File: config.mk
export PLATFORM = sky130hd
export DESIGN_NAME = inst_rom_arbiter
export DESIGN_NICKNAME = d
export VERILOG_FILES = /design/src/rtl/inst_rom_arbiter.sv
export SDC_FILE = /design/constraint.sdc
export NUM_CORES = 1
export LEC_CHECK = 0
export CORE_ASPECT_RATIO = 0.9
export CORE_MARGIN = 8
export CORE_UTILIZATION = 27
export CTS_CLUSTER_DIAMETER = 200
export CTS_CLUSTER_SIZE = 24
export DETAILED_ROUTE_END_ITERATION = 12
export GPL_ROUTABILITY_DRIVEN = 0
export GPL_TIMING_DRIVEN = 0
export PLACE_DENSITY = 0.8
export SYNTH_ARGS = -nofsm -noshare
export SYNTH_HDL_FRONTEND = slang
export SYNTH_SLANG_ARGS = --single-unit
File: constraint.sdc
create_clock -name clk -period 2.4 [get_ports clk]
set_clock_uncertainty 0.1 [all_clocks]
set_input_delay 0.36 -clock clk [delete_from_list [all_inputs] [get_ports clk]]
set_output_delay 0.36 -clock clk [all_outputs]
set_load 0.02 [all_outputs]
File: src/rtl/inst_rom_arbiter.sv
// inst_rom_arbiter: shares the single combinational instruction-ROM read port
// between the IF-stage fetch path and a registered debug read port.
//
// Build option: ROM_ARB_STARVE_GUARD_EN
//   defined   -> after MAX_FETCH_RUN consecutive fetch wins with debug pending,
//                debug is forced in and fetch stalls for that one cycle.
//   undefined -> strict fetch priority; debug is served only when fetch is idle.
//
// Ports:
//   clk, rst            clock, synchronous active-high reset
//   fetch_ce_i/addr_i   fetch request and byte address
//   fetch_inst_o        fetch instruction (combinational, grant cycle)
//   stallreq_fetch_o    fetch requested but not granted (combinational)
//   dbg_req_i/addr_i    debug read request (held until ack) and byte address
//   dbg_ack_o           one-cycle pulse, dbg_inst_o/dbg_err_o valid
//   dbg_inst_o/err_o    registered debug read data / address error
//   rom_ce_o/addr_o     ROM chip enable and byte address (combinational)
//   rom_inst_i          ROM read data (combinational)
module inst_rom_arbiter #(
  parameter int unsigned MAX_FETCH_RUN = 8,
  parameter int unsigned ROM_WORDS     = 131071
) (
  input  logic        clk,
  input  logic        rst,
  input  logic        fetch_ce_i,
  input  logic [31:0] fetch_addr_i,
  output logic [31:0] fetch_inst_o,
  output logic        stallreq_fetch_o,
  input  logic        dbg_req_i,
  input  logic [31:0] dbg_addr_i,
  output logic        dbg_ack_o,
  output logic [31:0] dbg_inst_o,
  output logic        dbg_err_o,
  output logic        rom_ce_o,
  output logic [31:0] rom_addr_o,
  input  logic [31:0] rom_inst_i
);

  localparam int unsigned WordIdxW = 30;
  localparam logic [WordIdxW-1:0] RomWordsW = WordIdxW'(ROM_WORDS);

  // Elaboration-time range check of the run limit (4-bit counter).
  if (MAX_FETCH_RUN < 1 || MAX_FETCH_RUN > 15) begin : g_bad_max_fetch_run
    $error("inst_rom_arbiter: MAX_FETCH_RUN must be in 1..15");
  end

  typedef enum logic {
    IDLE = 1'b0,
    RESP = 1'b1
  } state_e;

  state_e      state_q, state_d;
  logic        dbg_grant, fetch_grant, addr_ok, force_dbg;
  logic        dbg_ack_q, dbg_ack_d;
  logic [31:0] dbg_inst_q, dbg_inst_d;
  logic        dbg_err_q, dbg_err_d;

`ifdef ROM_ARB_STARVE_GUARD_EN
  localparam int unsigned RunW = 4;
  localparam logic [RunW-1:0] RunMax = RunW'(MAX_FETCH_RUN);

  logic [RunW-1:0] run_cnt_q, run_cnt_d;

  assign force_dbg = (run_cnt_q == RunMax);

  // Count fetch wins while debug waits; clear once debug is served or gone.
  always_comb begin
    run_cnt_d = run_cnt_q;
    if (!dbg_req_i || dbg_grant) begin
      run_cnt_d = '0;
    end else if (fetch_grant && (state_q == IDLE) && (run_cnt_q != RunMax)) begin
      run_cnt_d = run_cnt_q + RunW'(1);
    end
  end

  always_ff @(posedge clk) begin
    if (rst) begin
      run_cnt_q <= '0;
    end else begin
      run_cnt_q <= run_cnt_d;
    end
  end
`else
  assign force_dbg = 1'b0;
`endif

  // Word-aligned and inside the ROM.
  assign addr_ok = (dbg_addr_i[1:0] == 2'b00) && (dbg_addr_i[31:2] < RomWordsW);

  // Grant, ROM port muxing and next state; reset forces everything idle.
  always_comb begin
    state_d          = state_q;
    dbg_grant        = 1'b0;
    fetch_grant      = 1'b0;
    rom_ce_o         = 1'b0;
    rom_addr_o       = '0;
    fetch_inst_o     = '0;
    stallreq_fetch_o = 1'b0;
    dbg_ack_d        = 1'b0;
    dbg_inst_d       = dbg_inst_q;
    dbg_err_d        = dbg_err_q;

    if (!rst) begin
      if ((state_q == IDLE) && dbg_req_i && (!fetch_ce_i || force_dbg)) begin
        dbg_grant = 1'b1;
      end else if (fetch_ce_i) begin
        fetch_grant = 1'b1;
      end

      if (fetch_grant) begin
        rom_ce_o     = 1'b1;
        rom_addr_o   = fetch_addr_i;
        fetch_inst_o = rom_inst_i;
      end

      if (dbg_grant) begin
`ifdef ROM_ARB_STARVE_GUARD_EN
        stallreq_fetch_o = fetch_ce_i;
`endif
        dbg_ack_d = 1'b1;
        if (addr_ok) begin
          rom_ce_o   = 1'b1;
          rom_addr_o = dbg_addr_i;
          dbg_inst_d = rom_inst_i;
          dbg_err_d  = 1'b0;
        end else begin
          dbg_inst_d = '0;
          dbg_err_d  = 1'b1;
        end
      end

      unique case (state_q)
        IDLE:    if (dbg_grant) state_d = RESP;
        RESP:    state_d = IDLE;
        default: state_d = IDLE;
      endcase
    end
  end

  always_ff @(posedge clk) begin
    if (rst) begin
      state_q    <= IDLE;
      dbg_ack_q  <= 1'b0;
      dbg_inst_q <= '0;
      dbg_err_q  <= 1'b0;
    end else begin
      state_q    <= state_d;
      dbg_ack_q  <= dbg_ack_d;
      dbg_inst_q <= dbg_inst_d;
      dbg_err_q  <= dbg_err_d;
    end
  end

  assign dbg_ack_o  = dbg_ack_q;
  assign dbg_inst_o = dbg_inst_q;
  assign dbg_err_o  = dbg_err_q;

endmodule

==> metrics.md, run 1 <==
| Metric | Value |
|---|---|
| Final routed wire length divided by cell count | `between 15 and 20 µm` |
| Final global-route overflow total | `0` |
| Total power draw | `around 1.5 mW` |
| Nets | `about 480` |
| Number of storage elements in the synthesis netlist | `35` |
| Worst-path cell chain | `buf_6 -> nor4_4 -> nand4_1 -> a311oi_4 -> buf_6 -> a22o_1 -> buf_4` |
| Min Tclk post-route | `about 2.3 ns` |
| Post-Synthesis Cell Area | `1730 µm²` |
| Instance count of the mapped netlist | `171` |
| Max-cap violation count | `0` |
| Total number of vias | `2,144` |
| Synthesized area per cell | `between 10 and 15 µm²` |
| Initial antenna violation count | `0` |
| Critical-path maximum fanout | `5` |
| Final setup TNS | `0 ns` |
| First-pass GRT wire length | `about 13,000 µm` |
| Post-placement cell count | `between 400 and 500` |
| Total routing usage reported by global routing | `0.179` |
| Part of the Yosys area used for sequential elements | `0.405` |
| Critical Path Start Type | `input pin` |
| Class of the tightest hold or removal check | `reg2reg` |
| Final critical-path share of the clock period | `0.964` |
| Post-detailed-route via-to-cell ratio | `about 4.6` |
| Io pins | `200` |
| Final Max Tran Viols | `0` |
| Post-synth net total | `271` |
| Count of cells along the worst register-to-register path | `8` |
| Critical hold path startpoint | `dbg_inst_o[5]$_SDFFE_PP0N_` |
| Power density cells | `387 nW/µm²` |
| Total detailed-routing wirelength | `8470 µm` |
| Pin count of the biggest net entering global routing | `11` |
| Count of cell types in the netlist | `22` |
| Clock tree from TritonCTS | `yes` |
| Initial core utilization | `0.281` |
| Terminating pin of the worst hold path | `dbg_inst_o[5]$_SDFFE_PP0N_` |
| R2R setup slack | `between 0.5 and 0.6 ns` |
| Final hold viol count | `0` |
| Worst vdd rail ir drop | `roughly 0.28 mV` |
| Reg2reg end | `dbg_inst_o[21]$_SDFFE_PP0N_` |
| Clock Sink Count | `35` |
| CP required | `1.94 ns` |
| DRT antenna net count | `0` |
| Setup-failing EPs final | `0` |
| Area added between synthesis and finish | `119%` |
| Crit-path max cell delay | `roughly 0.47 ns` |
| Number of warnings reported in the yosys synthesis log | `0` |
| Height of the die | `around 92 µm` |
| Highest Clock Rate | `between 400 and 500 MHz` |
| Total DRC errors in the routed layout | `0` |
| Number of buffers created by CTS | `5` |
| Root buffer cell | `sky130_fd_sc_hd__clkbuf_8` |
| Initial DRC Count | `about 50` |
| Post-layout util | `0.617` |
| Port bufs | `between 150 and 200` |
| Antenna diode count | `0` |
| Final hold slack | `roughly 0.38 ns` |
| Post-route non-filler standard cell count | `between 400 and 500` |
| Most frequent cells in the layout | `sky130_fd_sc_hd__clkdlybuf4s50_1 (104), sky130_fd_sc_hd__clkbuf_2 (51), sky130_fd_sc_hd__a22o_1 (49), sky130_fd_sc_hd__and2_1 (47), sky130_fd_sc_hd__dfxtp_1 (35)` |
| Type of destination of the critical path | `output port` |
| Setup repair after global routing missed its margin | `true` |
| Maximum level of the CTS H-tree | `2` |
| Startpoint of the lowest-slack register-to-register path | `state_q$_SDFF_PP0_` |
| Most frequent cell on the critical path | `sky130_fd_sc_hd__buf_6` |
| Worst-case clock buffer depth | `2` |
| Leakage power of the design | `about 1.8 nW` |
| Most frequent standard cell in the layout excluding fill and tap cells | `sky130_fd_sc_hd__clkdlybuf4s50_1` |
| Worst endpoint data arrival time | `about 1.9 ns` |
| Source-to-sink clock delay at the later pin of the worst-skew pair | `around 0.28 ns` |
| Detailed-placement wirelength estimate | `slightly below 7000 µm` |
| Via count of the first global-routing pass | `~2,400` |
| DRT Pass-1 Iters | `4` |
| Share of final-layout standard cells stronger than drive strength 1 | `0.277` |
| Worst setup path category | `in2out` |
| Run status | `complete, no violations` |
| Hold Path Depth | `1` |
| Startpoint of the worst setup timing path | `dbg_addr_i[30]` |
| Clock transition at the registers of the reported paths | `around 0.070 ns` |
| Site row count | `27` |
| Critical-path cell with the highest stage delay | `sky130_fd_sc_hd__a311oi_4` |
| Die Area | `9230 µm²` |
| Die span in x | `100 µm` |
| Area of the placeable core | `slightly above 6000 µm²` |
[per-stage QoR]
| stage | setup slack, ns | instance area, µm² |
|---|---|---|
| 4_1_cts | -0.0343 | 3890 |
| 6_report | 0.0859 | 3790 |
| 3_5_place_dp | -0.841 | 3820 |
| 5_1_grt | -0.0291 | 3790 |
| 3_3_place_gp | -0.830 | 3820 |
| 2_1_floorplan | 0.310 | 1730 |
[flip-flops by register name (all words and copies together) (netlist names)]
signal      cells
dbg_err_o       1
dbg_inst_o     32
dbg_ack_o       1
state_q         1
[worst max-delay path by stage]
stage	endpoint	slack, ns	cells past startpoint
floorplan	rom_addr_o[10]	0.31	5
detailed placement	rom_addr_o[6]	-0.84	7
global placement	rom_addr_o[18]	-0.83	7
global route	rom_addr_o[20]	-0.03	6
CTS	rom_addr_o[13]	-0.03	7
finish	rom_addr_o[7]	0.09	7
[layout make-up]
cell class                 count  area (µm²)
buffer                        15         138
clock buffer                   6        72.6
clock inverter                 1        30.0
fill                         552        2350
inverter                       2        7.51
multi-input combinational    118         932
sequential                    35         701
tap                           87         109
timing repair buffer         206        1810
[cells in the mapped netlist, drive strengths merged]
| master | n | area share |
|---|---|---|
| nor4 | 3 | 0.022 |
| nand4 | 4 | 0.014 |
| nor3 | 1 | 0.0029 |
| buf | 6 | 0.037 |
| and3 | 1 | 0.0043 |
| a22o | 49 | 0.25 |
| a311oi | 1 | 0.015 |
| nand2 | 1 | 0.0022 |
| nand2b | 1 | 0.0051 |
| inv | 2 | 0.0043 |
| nor2b | 1 | 0.0036 |
| nor3b | 1 | 0.0072 |
| dlymetal6s2s | 3 | 0.022 |
| conb | 1 | 0.0022 |
| and2 | 47 | 0.17 |
| a31oi | 1 | 0.0036 |
| or2 | 1 | 0.0036 |
| nor2 | 4 | 0.0087 |
| a211oi | 1 | 0.0043 |
| clkbuf | 7 | 0.015 |
| dfxtp | 35 | 0.40 |
[report_power, final]
| part | switching, mW | total (mW) | internal, mW | leakage, nW |
|---|---|---|---|---|
| sequential | 0.00130 | 0.584 | 0.583 | 0.282 |
| clock | 0.200 | 0.505 | 0.304 | 0.0513 |
| combinational | 0.162 | 0.378 | 0.216 | 1.46 |
[timing repair]
item | 4_1_cts | 5_1_grt
cloned | 2 | 0
setup endpoints to repair | 65 | 58
hold buffers | 0 | 0
setup buffers | 5 | 1
pin swaps | 11 | 14
resized for setup | 177 | 129
[routing by layer]
metal,routed length [µm],up-vias,GRT usage
li1,-,1041,-
met1,3270,982,0.184
met2,4280,109,0.325
met3,830,12,0.0823
met4,88,0,0.0365
met5,0,-,0
[kinds of logic (layout without fill, tap and decap cells)]
logic type | count (synthesis) | count (layout) | synth area share
AOI/OAI and AO/OA | 52 | 52 | 0.271
other | 1 | 1 | 0.00217
DFF | 35 | 35 | 0.405
buffers and inverters | 18 | 230 | 0.0781
and+or+nand+nor | 65 | 65 | 0.244
[worst max-delay path: cells and delay by family]
kind | cells | cell delay [ns]
AND/OR/NAND/NOR | 2 | 0.49
AO/OA/AOI/OAI | 2 | 0.59
buffers and inverters | 3 | 0.41
Note: power is estimated with default switching activity, not from simulation.
==> run 2, diff against run 1 <==
- CELL_PAD_IN_SITES_DETAIL_PLACEMENT: default -> 1
- CELL_PAD_IN_SITES_GLOBAL_PLACEMENT: default -> 2
- CORE_UTILIZATION: 27 -> 13
- PLACE_DENSITY: 0.8 -> default
- PLACE_DENSITY_LB_ADDON: default -> 0.1
==> run 2 against run 1 <==
  * Die area increased by 87%
  * Combinational power increased by 2%
  * First-iteration DRC count decreased by 2.0%
  * Critical path type unchanged
  * Largest power group is now clock
  * Highest routed layer unchanged
==> metrics.md, run 2 (synthesis results as in run 1) <==
| Metric | Value |
|---|---|
| Run status | `complete, no violations` |
| Highest Clock Rate | `434 MHz (+0.44%)` |
| Worst vdd rail ir drop | `0.201 mV (-28%)` |
| Final routed wire length divided by cell count | `17.9 µm (-0.75%)` |
| Post-layout util | `0.314 (-0.304)` |
| Share of final-layout standard cells stronger than drive strength 1 | `0.216 (-0.0605)` |
| Setup-failing EPs final | `0 (unchanged)` |
| Pin count of the biggest net entering global routing | `11 (unchanged)` |
| Area added between synthesis and finish | `139%` |
| First-pass GRT wire length | `14,800 µm (+13%)` |
| DRT Pass-1 Iters | `4 (unchanged)` |
| Most frequent cells in the layout | `sky130_fd_sc_hd__clkdlybuf4s50_1 (101), sky130_fd_sc_hd__a22o_1 (49), sky130_fd_sc_hd__and2_1 (47), sky130_fd_sc_hd__dlygate4sd2_1 (46), sky130_fd_sc_hd__dfxtp_1 (35)` |
| Final hold slack | `0.276 ns (-0.0999 ns)` |
| Total routing usage reported by global routing | `0.112 (-0.0673)` |
| Final critical-path share of the clock period | `0.960 (-0.00422)` |
| Post-detailed-route via-to-cell ratio | `3.89 (-15%)` |
| Class of the tightest hold or removal check | `in2reg` |
| Worst setup path category | `in2out` |
| Number of buffers created by CTS | `5 (unchanged)` |
| Most frequent standard cell in the layout excluding fill and tap cells | `sky130_fd_sc_hd__clkdlybuf4s50_1` |
| CTS Hold Buffers Added | `0 (unchanged)` |
| Critical-path cell with the highest stage delay | `sky130_fd_sc_hd__a311oi_4` |
| Power density cells | `385 nW/µm² (-0.52%)` |
| Clock tree from TritonCTS | `yes` |
| Maximum level of the CTS H-tree | `2 (unchanged)` |
| Type of destination of the critical path | `output port` |
| Worst-path cell chain | `buf_6 -> nor4_4 -> nand4_1 -> a311oi_4 -> buf_4 -> buf_6 -> a22o_1 -> buf_6` |
| Critical Path Start Type | `input pin` |
| Final global-route overflow total | `0 (unchanged)` |
| Io pins | `200 (unchanged)` |
| Total number of vias | `2,180 (+1.7%)` |
| Root buffer cell | `sky130_fd_sc_hd__clkbuf_16` |
| Max-cap violation count | `0 (unchanged)` |
| Worst setup slack after placement | `-0.993 ns (-0.152 ns)` |
| Final setup TNS | `0 ns (unchanged)` |
| Detailed-placement wirelength estimate | `8340 µm (+22%)` |
| Antenna diode count | `0 (unchanged)` |
| Die Area | `17,300 µm² (+87%)` |
| Site row count | `40 (+48%)` |
| Area of the placeable core | `13,200 µm² (+110%)` |
| Most frequent cell on the critical path | `sky130_fd_sc_hd__buf_6` |
| Total DRC errors in the routed layout | `0 (unchanged)` |
| Total detailed-routing wirelength | `10,000 µm (+18%)` |
| Critical-path maximum fanout | `5 (unchanged)` |
| Worst endpoint data arrival time | `1.84 ns (about the same)` |
| Final Max Tran Viols | `0 (unchanged)` |
| Final hold viol count | `0 (unchanged)` |
| Initial DRC Count | `48 (-2.0%)` |
| Number of flip-flops in the largest register | `32 (unchanged)` |
| Worst-case clock buffer depth | `2 (unchanged)` |
| Min Tclk post-route | `2.30 ns (-0.0101 ns)` |
| Nets | `492 (+1.9%)` |
| Height of the die | `125 µm (+36%)` |
| Leakage power of the design | `1.88 nW (+4.5%)` |
| R2R setup slack | `0.39 ns (-0.12 ns)` |
| Clock Sink Count | `35 (unchanged)` |
| Crit-path max cell delay | `0.35 ns (-0.12 ns)` |
| Port bufs | `198 (unchanged)` |
| Initial core utilization | `0.131 (-0.150)` |
| Clock transition at the registers of the reported paths | `0.05 ns (-0.02 ns)` |
| Via count of the first global-routing pass | `2,460 (+2.0%)` |
| DRT antenna net count | `0 (unchanged)` |
| Initial antenna violation count | `0 (unchanged)` |
| CP required | `1.94 ns (about the same)` |
| Die span in x | `138 µm (+37%)` |
| Source-to-sink clock delay at the later pin of the worst-skew pair | `0.27 ns (about the same)` |
| Worst setup slack after layout | `0.0960 ns (+0.0101 ns)` |
[run 2: final timing paths]
path	from	to	cells after the start
setup / recovery	dbg_addr_i[0]	rom_addr_o[18]	8
hold / removal	rst	dbg_err_o$_SDFFE_PP0N_	2
setup reg to reg	state_q$_SDFF_PP0_	dbg_inst_o[17]$_SDFFE_PP0N_	10
hold reg to reg	dbg_inst_o[9]$_SDFFE_PP0N_	dbg_inst_o[9]$_SDFFE_PP0N_	1
[run 2: critical path, delay by kind of cell]
| family | cells | cell delay [ns] |
|---|---|---|
| AOI/OAI and AO/OA | 2 | 0.49 |
| buffers and inverters | 4 | 0.51 |
| and+or+nand+nor | 2 | 0.47 |
[run 2: timing repair]
item	in CTS	in global routing
endpoints found under the setup margin	65	58
gates resized for setup	209	48
pin swaps	17	8
setup buffers	13	2
endpoints found under the hold margin	0	0
cloned	2	0
[run 2: routing by layer]
metal  GRT usage  part of all wire  up-vias
met1       0.122              0.38     1011
met2       0.194              0.50      100
met5           0                 0        -
met4      0.0192            0.0042        0
met3      0.0520              0.12        2
li1            -                 -     1067
[run 2: stage by stage]
step                      power (mW)  area, µm²  instances
after floorplan                0.729       1730        171
after global placement          1.02       3920        537
after detailed placement        1.02       3920        537
after CTS                       1.63       4150        559
after global routing            1.67       4130        561
final                           1.59       4130        561
[run 2: final cells by class]
class	count	area (µm²)
buffer	15	139
clock buffer	7	133
clock inverter	1	5.00
fill	1506	9030
inverter	2	7.51
multi-input combinational	118	943
sequential	35	701
tap	168	210
timing repair buffer	215	1990
[run 2: where the power goes]
group	internal, mW	switching, mW
clock network	0.383	0.233
registers	0.584	0.00138
logic	0.220	0.167
==> run 3, diff against run 2 <==
- ABC_CLOCK_PERIOD_IN_PS: default -> 2400
- TNS_END_PERCENT: default -> 10
==> run 3 against run 2 <==
  * Clock power is essentially flat
  * Flip-flop and latch count unchanged
  * Utilization shrank 0.58 points
  * First-iteration DRC count grew 15%
  * Global-route usage shrank 0.091 points
==> metrics.md, run 3 (synthesis results as in run 1) <==
| Metric | Value |
|---|---|
| Post-layout util | `0.308 (-0.00580)` |
| Initial DRC Count | `55 (+15%)` |
| Clock Sink Count | `35 (unchanged)` |
| Die span in x | `138 µm (unchanged)` |
| Worst endpoint data arrival time | `1.88 ns (+0.04 ns)` |
| Highest Clock Rate | `427 MHz (-1.5%)` |
| Most frequent standard cell in the layout excluding fill and tap cells | `sky130_fd_sc_hd__clkdlybuf4s50_1` |
| Number of buffers created by CTS | `5 (unchanged)` |
| Antenna diode count | `0 (unchanged)` |
| Most frequent cells in the layout | `sky130_fd_sc_hd__clkdlybuf4s50_1 (102), sky130_fd_sc_hd__a22o_1 (49), sky130_fd_sc_hd__clkbuf_2 (47), sky130_fd_sc_hd__and2_1 (47), sky130_fd_sc_hd__dfxtp_1 (35)` |
| Worst-case clock buffer depth | `2 (unchanged)` |
| Final hold viol count | `0 (unchanged)` |
| Total detailed-routing wirelength | `10,000 µm (unchanged)` |
| Final Max Tran Viols | `0 (unchanged)` |
| DRT antenna net count | `0 (unchanged)` |
| Worst setup slack after layout | `0.0606 ns (-0.0353 ns)` |
| Critical Path Start Type | `input pin` |
| Final hold slack | `0.370 ns (+0.0944 ns)` |
| Setup-failing EPs final | `0 (unchanged)` |
| Height of the die | `125 µm (unchanged)` |
| Final global-route overflow total | `0 (unchanged)` |
| Share of final-layout standard cells stronger than drive strength 1 | `0.284 (+0.0680)` |
| Power density cells | `391 nW/µm² (+1.7%)` |
| Maximum level of the CTS H-tree | `2 (unchanged)` |
| Source-to-sink clock delay at the later pin of the worst-skew pair | `0.27 ns (about the same)` |
| Initial antenna violation count | `0 (unchanged)` |
| Final critical-path share of the clock period | `0.975 (+0.0147)` |
| Number of flip-flops in the largest register | `32 (unchanged)` |
| Final routed wire length divided by cell count | `17.9 µm (-0.18%)` |
| Setup repair after global routing missed its margin | `true` |
| Area of the placeable core | `13,200 µm² (unchanged)` |
| Min Tclk post-route | `2.34 ns (+0.0353 ns)` |
| Type of destination of the critical path | `output port` |
| Post-detailed-route via-to-cell ratio | `3.90 (+0.42%)` |
| Met1 track demand over resource in global routing | `0.121 (-0.000473)` |
| Root buffer cell | `sky130_fd_sc_hd__clkbuf_16` |
| Clock tree from TritonCTS | `yes` |
| Pin count of the biggest net entering global routing | `11 (unchanged)` |
| Via count of the first global-routing pass | `2,451 (-0.37%)` |
| Clock transition at the registers of the reported paths | `0.05 ns (about the same)` |
| Final Instance Area | `4050 µm² (-1.8%)` |
| DRT Pass-1 Iters | `4 (unchanged)` |
| Worst vdd rail ir drop | `0.201 mV (about the same)` |
| Port bufs | `198 (unchanged)` |
| Area taken by multi-input logic gates | `932 µm² (-1.2%)` |
| Critical-path maximum fanout | `4 (-1)` |
| Met2 track demand over resource | `0.192 (-0.00200)` |
| Die Area | `17,300 µm² (unchanged)` |
| Total cell area at the placement stage | `3920 µm² (unchanged)` |
| Final setup TNS | `0 ns (unchanged)` |
| Run status | `complete, no violations` |
| Detailed-placement wirelength estimate | `8340 µm (unchanged)` |
| Site row count | `40 (unchanged)` |
| Io pins | `200 (unchanged)` |
| Most crowded layer after global routing | `met2` |
| Max-cap violation count | `0 (unchanged)` |
| Class of the tightest hold or removal check | `reg2reg` |
| Total number of vias | `2,193 (+0.60%)` |
| Nets | `493 (+0.20%)` |
| Initial core utilization | `0.131 (unchanged)` |
| Worst setup slack after placement | `-0.993 ns (unchanged)` |
| First-pass GRT wire length | `14,700 µm (-0.98%)` |
| CP required | `1.94 ns (about the same)` |
| R2R setup slack | `0.35 ns (-0.04 ns)` |
| Storage cell area | `701 µm² (unchanged)` |
| Total DRC errors in the routed layout | `0 (unchanged)` |
| Total routing usage reported by global routing | `0.111 (-0.000907)` |
| Worst setup path category | `in2out` |
| Number of fill cells in the layout | `1,497 (-0.60%)` |
| Global-route track usage on met3 | `0.0512 (-0.000801)` |
| Area added between synthesis and finish | `134%` |
| Leakage power of the design | `1.86 nW (-0.86%)` |
==> run 3: cell type report <==
| class | count | share of cell area |
|---|---|---|
| repair buffers | 216 | 0.475 |
| flip-flops and latches | 35 | 0.173 |
| clock inverters | 1 | 0.00123 |
| inverters | 2 | 0.00185 |
| clock buffers | 7 | 0.0327 |
| plain buffers | 15 | 0.0343 |
| multi-input cells | 118 | 0.230 |
| well taps | 168 | 0.0519 |
==> run 3: worst max-delay path, cell delays in order <==
cell                       delay [ns]
sky130_fd_sc_hd__buf_6           0.09
sky130_fd_sc_hd__nor4_4          0.26
sky130_fd_sc_hd__nand4_1         0.22
sky130_fd_sc_hd__a311oi_4        0.34
sky130_fd_sc_hd__buf_6           0.15
sky130_fd_sc_hd__buf_12          0.10
sky130_fd_sc_hd__buf_16          0.10
sky130_fd_sc_hd__a22o_1          0.14
sky130_fd_sc_hd__buf_6           0.12
==> run 3: path summary, 6_finish.rpt <==
kind                                   start                          end  cells after the start
hold / removal    dbg_inst_o[9]$_SDFFE_PP0N_   dbg_inst_o[9]$_SDFFE_PP0N_                      1
setup / recovery              dbg_addr_i[27]                rom_addr_o[8]                      9
setup reg to reg          state_q$_SDFF_PP0_  dbg_inst_o[17]$_SDFFE_PP0N_                     11
hold reg to reg   dbg_inst_o[9]$_SDFFE_PP0N_   dbg_inst_o[9]$_SDFFE_PP0N_                      1
==> run 3: per-layer routing <==
layer / vias up / routed length, µm
met3: 2 / 1160
met2: 96 / 4960
met1: 1028 / 3870
met4: 0 / 42
met5: - / 0
li1: 1067 / -
==> run 3: per-stage QoR <==
| stage | power [mW] | instances |
|---|---|---|
| after global routing | 1.67 | 562 |
| after detailed placement | 1.02 | 537 |
| after global placement | 1.02 | 537 |
| final | 1.59 | 562 |
| after CTS | 1.63 | 558 |
| after floorplan | 0.729 | 171 |
==> run 3: power breakdown <==
group | internal [mW] | switching, mW | total [mW]
sequential | 0.584 | 0.00144 | 0.585
clock | 0.383 | 0.234 | 0.618
combinational | 0.217 | 0.166 | 0.383
==> run 3: what timing repair did <==
item | in CTS | in global routing
endpoints found under the hold margin | 0 | 0
hold buffers | 0 | 0
pin swaps | 13 | 14
endpoints found under the setup margin | 65 | 88
cloned | 2 | 0
buffers inserted | 12 | 5
gates resized for setup | 195 | 109
==> patch (flow settings as in run 1) <==
Change the localparam `WordIdxW` from 30 to 15.
--- a/src/rtl/inst_rom_arbiter.sv
+++ b/src/rtl/inst_rom_arbiter.sv
@@ -37,5 +37,5 @@
 );
 
-  localparam int unsigned WordIdxW = 30;
+  localparam int unsigned WordIdxW = 15;
   localparam logic [WordIdxW-1:0] RomWordsW = WordIdxW'(ROM_WORDS);
 
Formal check against the unedited RTL: not equivalent (Yosys sat finds a counterexample within 4 cycles, from zero or initial values and one cycle with rst high).
==> patch against run 1 <==
Utilization rose by 3.6 points. Clock power up 4%. Area after synthesis shrank 5.0%. Wire length is 4.3% higher. Final cell count down 2.3%. Total power rose by 1.6%. First-iteration DRC count shrank 27%. Register-to-register slack improved by 0.04 ns. Hold slack lost 0.050 ns. Final area up 3.5%. Sequential cell count unchanged. Combinational power grew 1%. Setup slack lost 0.037 ns.
==> patch: results (changes against run 1) <==
qor: status.status finished, final reports clean
qor: logic_synthesis.syn-num-nets 270 [-0.37%]
qor: setup_path.crit_slowest_cell or4_4
qor: placed_design.dpl_cell_area 0.00372 mm^2 [-2.8%]
qor: pwr.netSwitchingFraction 0.254 [+0.00621]
qor: cts.number_of_buffers_inserted_by_post_cts_setup_repair 6 [+1]
qor: global_routing.global_route.usage.total 0.188 [+0.00866]
qor: global_routing.wire_length_of_the_first_global_routing_pass 13200 um [+1.1%]
qor: detailed_routing.detailedRoute.firstIterationViolations 36 [-27%]
qor: setup_path.timing_startpoint_of_the_critical_path dbg_addr_i[10]
qor: logic_synthesis.yosys-top-cells-count and2_1, a22o_1, dfxtp_1
qor: hold_path.hold_path_startpoint rst
qor: detailed_routing.vias 2152 [+0.37%]
qor: setup_path.worstRegToRegCells 7 [-1]
qor: placed_design.place.detailed.hpwl 7150 um [+4.7%]
qor: logic_synthesis.yosys.cell_types.count 20 [-9.1%]
qor: setup_path.regToRegSetupSlack 0.55 ns [+0.04 ns]
qor: finish.num-fill-cells 518 [-6.2%]
qor: logic_synthesis.syn_inst 170 [-0.58%]
qor: global_routing.grt_max_degree 13 [+2]
qor: setup_path.crit_path_max_incr_delay 0.44 ns [-0.03 ns]
qor: setup_path.worstSetupEndpoint rom_ce_o
qor: sta.min_hold_slack 0.325 ns [-0.0503 ns]
qor: hold_path.min-delay-path-class in -> reg
qor: finish.share_of_post_route_cells_with_drive_strength_above_1 0.214 [-0.0623]
qor: pwr.clock_power 525 uW [+4%]
qor: setup_path.worst_r2r_end dbg_inst_o[29]
qor: detailed_routing.vias_per_cell 4.69 [+2.8%]
qor: pwr.static-leakage-power 1.79 nW [-0.51%]
qor: detailed_routing.wl_per_cell 19.2 um [+6.8%]
qor: cts.total_of_cells_resized_after_clock_tree_synthesis 204 [+15%]
qor: hold_path.worst_hold_path.endpoint state_q
qor: logic_synthesis.synth-seq-area-share 0.426 [+0.0213]
patch: cell types whose count changed after synthesis, sizes merged, moves of 2 or more:
cell          before  now
nor2b              1    3
inv                2    0
nand3              0    2
dlymetal6s2s       3    0
and2              47   49
clkbuf             7   10
a22o              49   47
patch: final cells by class:
cell class / instances / share of cell area
timing repair buffer: 210 / 0.514
multi-input combinational: 119 / 0.231
sequential: 35 / 0.178
buffer: 15 / 0.0255
tap: 72 / 0.0229
clock buffer: 5 / 0.0175
clock inverter: 3 / 0.0111
patch: cell families (layout without fill, tap and decap cells):
kind of cell,count (synthesis),count (layout),synth area share
flops,35,35,0.426
simple gates,70,70,0.264
other cells,1,1,0.00228
compound gates,48,48,0.256
buf+inv,16,233,0.0517
patch: metal layers:
layer / track usage / wire length (um) / vias up
li1: - / - / 1047
met1: 0.198 / 3330 / 985
met2: 0.349 / 4620 / 109
met3: 0.0716 / 771 / 11
met4: 0.0294 / 112 / 0
met5: 0 / 0 / -
